--- src/rtl/multi_timer.sv ---
// Multi-channel prescaled timer with byte-lane register bus.
// Each channel counts prescaler ticks up to LIMIT and flags STATUS on match.
module multi_timer #(
   parameter int NUM_CH = 4,
   parameter int WIDTH  = 32,
   parameter int PRE_W  = 8
) (
   input  logic        clk,
   input  logic        reset,
   input  logic        select,
   input  logic [3:0]  wr,
   input  logic        rd,
   input  logic [5:0]  addr,
   input  logic [31:0] data_in,
   output logic [31:0] data_out,
   output logic        interrupt
);

   localparam logic [5:0] STATUS_ADDR = 6'd32;
   localparam logic [5:0] IRQEN_ADDR  = 6'd33;

   logic [NUM_CH-1:0] en_q, en_d;
   logic [NUM_CH-1:0] per_q, per_d;
   logic [NUM_CH-1:0] status_q, status_d;
   logic [NUM_CH-1:0] irqen_q, irqen_d;
   logic [NUM_CH-1:0] tick, match, w1c;

   logic [PRE_W-1:0] pre_q [NUM_CH];
   logic [PRE_W-1:0] pre_d [NUM_CH];
   logic [PRE_W-1:0] psc_q [NUM_CH];
   logic [PRE_W-1:0] psc_d [NUM_CH];
   logic [WIDTH-1:0] limit_q [NUM_CH];
   logic [WIDTH-1:0] limit_d [NUM_CH];
   logic [WIDTH-1:0] count_q [NUM_CH];
   logic [WIDTH-1:0] count_d [NUM_CH];

   logic        wr_any;
   logic [31:0] lane;
   logic [31:0] rdata;

   function automatic logic [31:0] merge(
      input logic [31:0] old,
      input logic [31:0] nw,
      input logic [31:0] m
   );
      return (old & ~m) | (nw & m);
   endfunction

   function automatic logic [31:0] zext(input logic [WIDTH-1:0] v);
      logic [31:0] w;
      w = '0;
      w[WIDTH-1:0] = v;
      return w;
   endfunction

   function automatic logic [31:0] ctrl_word(
      input logic             en,
      input logic             per,
      input logic [PRE_W-1:0] pre
   );
      logic [31:0] w;
      w = '0;
      w[0] = en;
      w[1] = per;
      w[PRE_W+7:8] = pre;
      return w;
   endfunction

   assign wr_any = select && (wr != 4'b0000);
   assign lane   = {{8{wr[3]}}, {8{wr[2]}}, {8{wr[1]}}, {8{wr[0]}}};

   always_comb begin
      logic [31:0] cw;
      logic [31:0] tw;
      cw       = '0;
      tw       = '0;
      en_d     = en_q;
      per_d    = per_q;
      irqen_d  = irqen_q;
      tick     = '0;
      match    = '0;
      w1c      = '0;
      for (int c = 0; c < NUM_CH; c++) begin
         pre_d[c]   = pre_q[c];
         psc_d[c]   = psc_q[c];
         limit_d[c] = limit_q[c];
         count_d[c] = count_q[c];

         tick[c]  = en_q[c] && (psc_q[c] == pre_q[c]);
         match[c] = tick[c] && (count_q[c] == limit_q[c]);

         if (en_q[c])
            psc_d[c] = tick[c] ? '0 : psc_q[c] + 1'b1;
         // LIMIT below COUNT simply wraps through all ones without a match
         if (tick[c])
            count_d[c] = match[c] ? '0 : count_q[c] + 1'b1;
         if (match[c] && !per_q[c])
            en_d[c] = 1'b0;

         if (wr_any && addr == 6'(4 * c)) begin
            cw = merge(ctrl_word(en_q[c], per_q[c], pre_q[c]),
                       data_in, lane);
            en_d[c]  = cw[0];
            per_d[c] = cw[1];
            pre_d[c] = cw[PRE_W+7:8];
            if (cw[2]) begin
               psc_d[c]   = '0;
               count_d[c] = '0;
            end
         end

         if (wr_any && addr == 6'(4 * c + 1)) begin
            tw = merge(zext(limit_q[c]), data_in, lane);
            limit_d[c] = tw[WIDTH-1:0];
         end

         if (wr_any && addr == 6'(4 * c + 2)) begin
            tw = merge(zext(count_q[c]), data_in, lane);
            count_d[c] = tw[WIDTH-1:0];
         end
      end

      if (wr_any && addr == STATUS_ADDR)
         w1c = data_in[NUM_CH-1:0] & {NUM_CH{wr[0]}};
      // a match in the clear cycle wins
      status_d = (status_q & ~w1c) | match;

      if (wr_any && addr == IRQEN_ADDR && wr[0])
         irqen_d = data_in[NUM_CH-1:0];
   end

   always_comb begin
      rdata = '0;
      for (int c = 0; c < NUM_CH; c++) begin
         if (addr == 6'(4 * c))
            rdata = ctrl_word(en_q[c], per_q[c], pre_q[c]);
         if (addr == 6'(4 * c + 1))
            rdata = zext(limit_q[c]);
         if (addr == 6'(4 * c + 2))
            rdata = zext(count_q[c]);
      end
      if (addr == STATUS_ADDR)
         rdata[NUM_CH-1:0] = status_q;
      if (addr == IRQEN_ADDR)
         rdata[NUM_CH-1:0] = irqen_q;
   end

   always_ff @(posedge clk or negedge reset) begin
      if (!reset) begin
         en_q     <= '0;
         per_q    <= '0;
         status_q <= '0;
         irqen_q  <= '0;
         data_out <= '0;
         for (int c = 0; c < NUM_CH; c++) begin
            pre_q[c]   <= '0;
            psc_q[c]   <= '0;
            limit_q[c] <= '1;
            count_q[c] <= '0;
         end
      end else begin
         en_q     <= en_d;
         per_q    <= per_d;
         status_q <= status_d;
         irqen_q  <= irqen_d;
         if (select && rd)
            data_out <= rdata;
         for (int c = 0; c < NUM_CH; c++) begin
            pre_q[c]   <= pre_d[c];
            psc_q[c]   <= psc_d[c];
            limit_q[c] <= limit_d[c];
            count_q[c] <= count_d[c];
         end
      end
   end

   assign interrupt = |(status_q & irqen_q);

endmodule

--- config.mk ---
export PLATFORM = sky130hd
export DESIGN_NAME = multi_timer
export DESIGN_NICKNAME = d
export VERILOG_FILES = /design/src/rtl/multi_timer.sv
export SDC_FILE = /design/constraint.sdc
export NUM_CORES = 1
export LEC_CHECK = 0
export ABC_CLOCK_PERIOD_IN_PS = 2800
export BUFFER_PORTS_ARGS = -buffer_cell sky130_fd_sc_hd__buf_2
export CORE_MARGIN = 2
export CORE_UTILIZATION = 40
export DETAILED_ROUTE_END_ITERATION = 6
export GPL_TIMING_DRIVEN = 0
export REMOVE_ABC_BUFFERS = 1
export SYNTH_ARGS = -nofsm -noshare
export SYNTH_HDL_FRONTEND = slang
export SYNTH_SLANG_ARGS = --single-unit
export TNS_END_PERCENT = 30
--- constraint.sdc ---
create_clock -name clk -period 2.8 [get_ports clk]
set_input_delay 0.14 -clock clk [delete_from_list [all_inputs] [get_ports clk]]
set_output_delay 0.14 -clock clk [all_outputs]
set_load 0.02 [all_outputs]
==> results.md <==
- Status: finished with violations
- Violated checks: DRC
- Cell count after synthesis: 2272
- Ys Warns: 0
- Max-slew headroom: 22.2%
- Chip width: 240 um
- Mapped Area: 22200 um2
- Multi-input logic area: 12300 um2
- Final Skew: 0.0280 ns
- # port buffers: 78
- EDFF count, synth: 0
- Layout cells sized above 1: 23.2%
- Peak VDD IR: 0.000393 V
- Fin crit period: 2.75 ns
- Drt pass-1 iters: 7
- Final setup TNS: 0 ns
- Total track usage: 28.0%
- Post-synthesis sequential area ratio: 42.1%
- Row Count: 86
- Via Count: 19.2k
- Die Height: 240 um
- Cts bufs inserted: 43
- Seq cells post-synth: 368
- CP required: 3.28 ns
- Synth async-reset ratio: 100%
- Root Buffer: clkbuf_16
- Final estimated routing congestion in global placement: 0.928
- Slew Limit Fails: 0
- Leakage power total: 10.2 nW
- Final HPWL DP: 56900 um
- Worst R2R Setup Slack: 0.05 ns
- Most frequent cells in the layout: dfrtp_1, mux2_2, nor2_1
- Vias per Instance: 6.31
- First-pass GRT wire length: 121000 um
- Initial antenna violation count: 3
- Mapped Avg Cell Area: 9.79 um2
- DRT antenna net count: 0
- Worst path arrival time: 3.24 ns
- H-tree depth: 2
- Nets: 2310
- CP Class: reg -> reg
- Setup Viol. Count Final: 0
- Final Hold Viols: 0
- Max-cap violations: 0
- Power Dens Cells: 622 nW/um2
- Pre-CTS setup slack: -2.58 ns
- Placed Area: 23100 um2
- Routed WL: 81000 um
- Worst-path fanout max: 14
- Worst min path class: in -> reg
- Final Cycle Share: 98.4%
- Distinct cells, synth: 83
- Clock latency on the worst-skew pair: 0.60 ns
- Fillers: 5239
- Design area: 25000 um2
- Drt wl/cell: 26.7 um
- TritonCTS clock tree: built
- Tot Pwr: 15.5 mW
- RSZ-0062 raised after global routing: yes
- Top-level I/O count: 79
- Setup crit end kind: flop
- Total die area: 57500 um2
- Commonest non-fill, non-tap cell in the layout: dfrtp_1
- Total gr overflow: 0
- Starting Density: 40.4%
- Iteration-0 DRC count of the detailed router: 1946
- Core ar.: 55000 um2
- Residual DRC: 4
- Clock transition at the registers of the reported paths: 0.06 ns
- # clock sinks: 368
- Layout Area Growth over Synthesis: 12.2%
- Fmax: 0.363 GHz
- Pin count of the biggest net entering global routing: 120
- Primary FF master, synth: dfrtp_1
- Worst-margin pin slew: 1.16 ns
- Vias in the first global route: 18.4k
- Worst setup margin: 0.0455 ns
- Clk buf depth: 3
- CP Launch Type: flop
- Seq. cell area: 9370 um2
[stage by stage]
| step | hold WS [ns] | std cells | util [%] |
|---|---|---|---|
| 6_report | 0.0236 | 3039 | 45.4 |
| 5_1_grt | 0.0155 | 3039 | 45.4 |
| 4_1_cts | 0.00370 | 3032 | 45.2 |
| 3_5_place_dp | 0.168 | 2928 | 42.0 |
| 3_3_place_gp | 0.471 | 2917 | 41.5 |
| 2_1_floorplan | -0.156 | 2091 | - |
[worst max-delay path, stage by stage, from the launching register on]
cell and delay (ns):
dfrtp_1 0.48, xnor2_1 0.42, nand4_1 0.21, nor4_4 0.45, nand3_2 0.29, and2_2 0.40, a21o_1 0.20, a21o_1 0.17
[synthesized netlist by cell type (6+ instances only)]
cell type | number | area, um2
a21oi_1 | 49 | 245
o22ai_1 | 100 | 626
buf_1 | 7 | 26.3
ha_1 | 8 | 100
nand4_1 | 68 | 425
nor2_1 | 161 | 604
o21ai_0 | 73 | 365
o221ai_1 | 6 | 52.6
xor2_1 | 136 | 1190
mux2_2 | 178 | 2000
o31ai_1 | 11 | 82.6
mux2i_1 | 102 | 1020
nand3_1 | 110 | 551
o211ai_1 | 28 | 210
or3_1 | 8 | 50.1
buf_2 | 21 | 105
and4_1 | 12 | 105
a221oi_1 | 31 | 272
xnor2_1 | 126 | 1100
clkbuf_1 | 148 | 556
o311ai_0 | 8 | 70.1
and3_1 | 33 | 206
nand2b_1 | 16 | 100
nor4_2 | 7 | 87.6
a21o_1 | 19 | 143
a22oi_1 | 64 | 480
a211o_1 | 7 | 61.3
dfrtp_1 | 240 | 6010
nor4_1 | 29 | 181
nor3_1 | 33 | 165
nor2b_1 | 7 | 43.8
dfstp_2 | 128 | 3360
nand2_1 | 157 | 589
and2_1 | 9 | 56.3
inv_1 | 34 | 128
[cells by family after synthesis]
kind of cell	synth area share (%)
adder cells (fa/ha/maj)	0.450
multiplexers	13.6
AND/OR/NAND/NOR	15.7
buffers and inverters	3.86
XOR/XNOR	10.3
flip-flops	42.1
AO/OA/AOI/OAI	14.0
[path summary, 6_finish.rpt]
| kind | from | endpoint | cells past startpoint |
|---|---|---|---|
| max | flop | flop | 7 |
| min | data_in[19] | flop | 2 |
| max reg2reg | flop | flop | 7 |
| min reg2reg | data_out[15]$_DFFE_PN0P_ | data_out[15]$_DFFE_PN0P_ | 2 |
| max in group asynchronous | reset | async pin | 5 |
| min in group asynchronous | reset | async pin | 2 |
[power breakdown]
group / switching (mW) / internal, mW / total (mW)
clock network: 2.39 / 3.15 / 5.54
logic: 1.69 / 1.21 / 2.91
registers: 1.02 / 6.07 / 7.09
total: 5.10 / 10.4 / 15.5
[what timing repair did]
action / CTS / global route
setup endpoints to repair: 183 / 66
cloned: 3 / 1
pin swaps: 6 / 5
resized for setup: 37 / 11
hold buffers: 16 / 0
endpoints found under the hold margin: 148 / 0
setup buffers: 6 / 5
[layout make-up]
type                    count  area share [%]
well taps                 748            3.75
flip-flops and latches    368            37.5
inverters                  35           0.527
diodes                      1          0.0100
clock inverters             7           0.201
multi-input cells        1692            49.2
repair buffers            116            3.53
clock buffers              72            5.19
[routing by layer]
layer  vias to the layer above  GRT usage [%]  routed length (um)
met2                       976           42.1               35900
li1                       8288              -                   -
met4                         2           12.3                3780
met3                       211           5.06                6770
met1                      9703           39.4               34600
met5                         -              0                  13
Power figures use the tool's default switching activity.
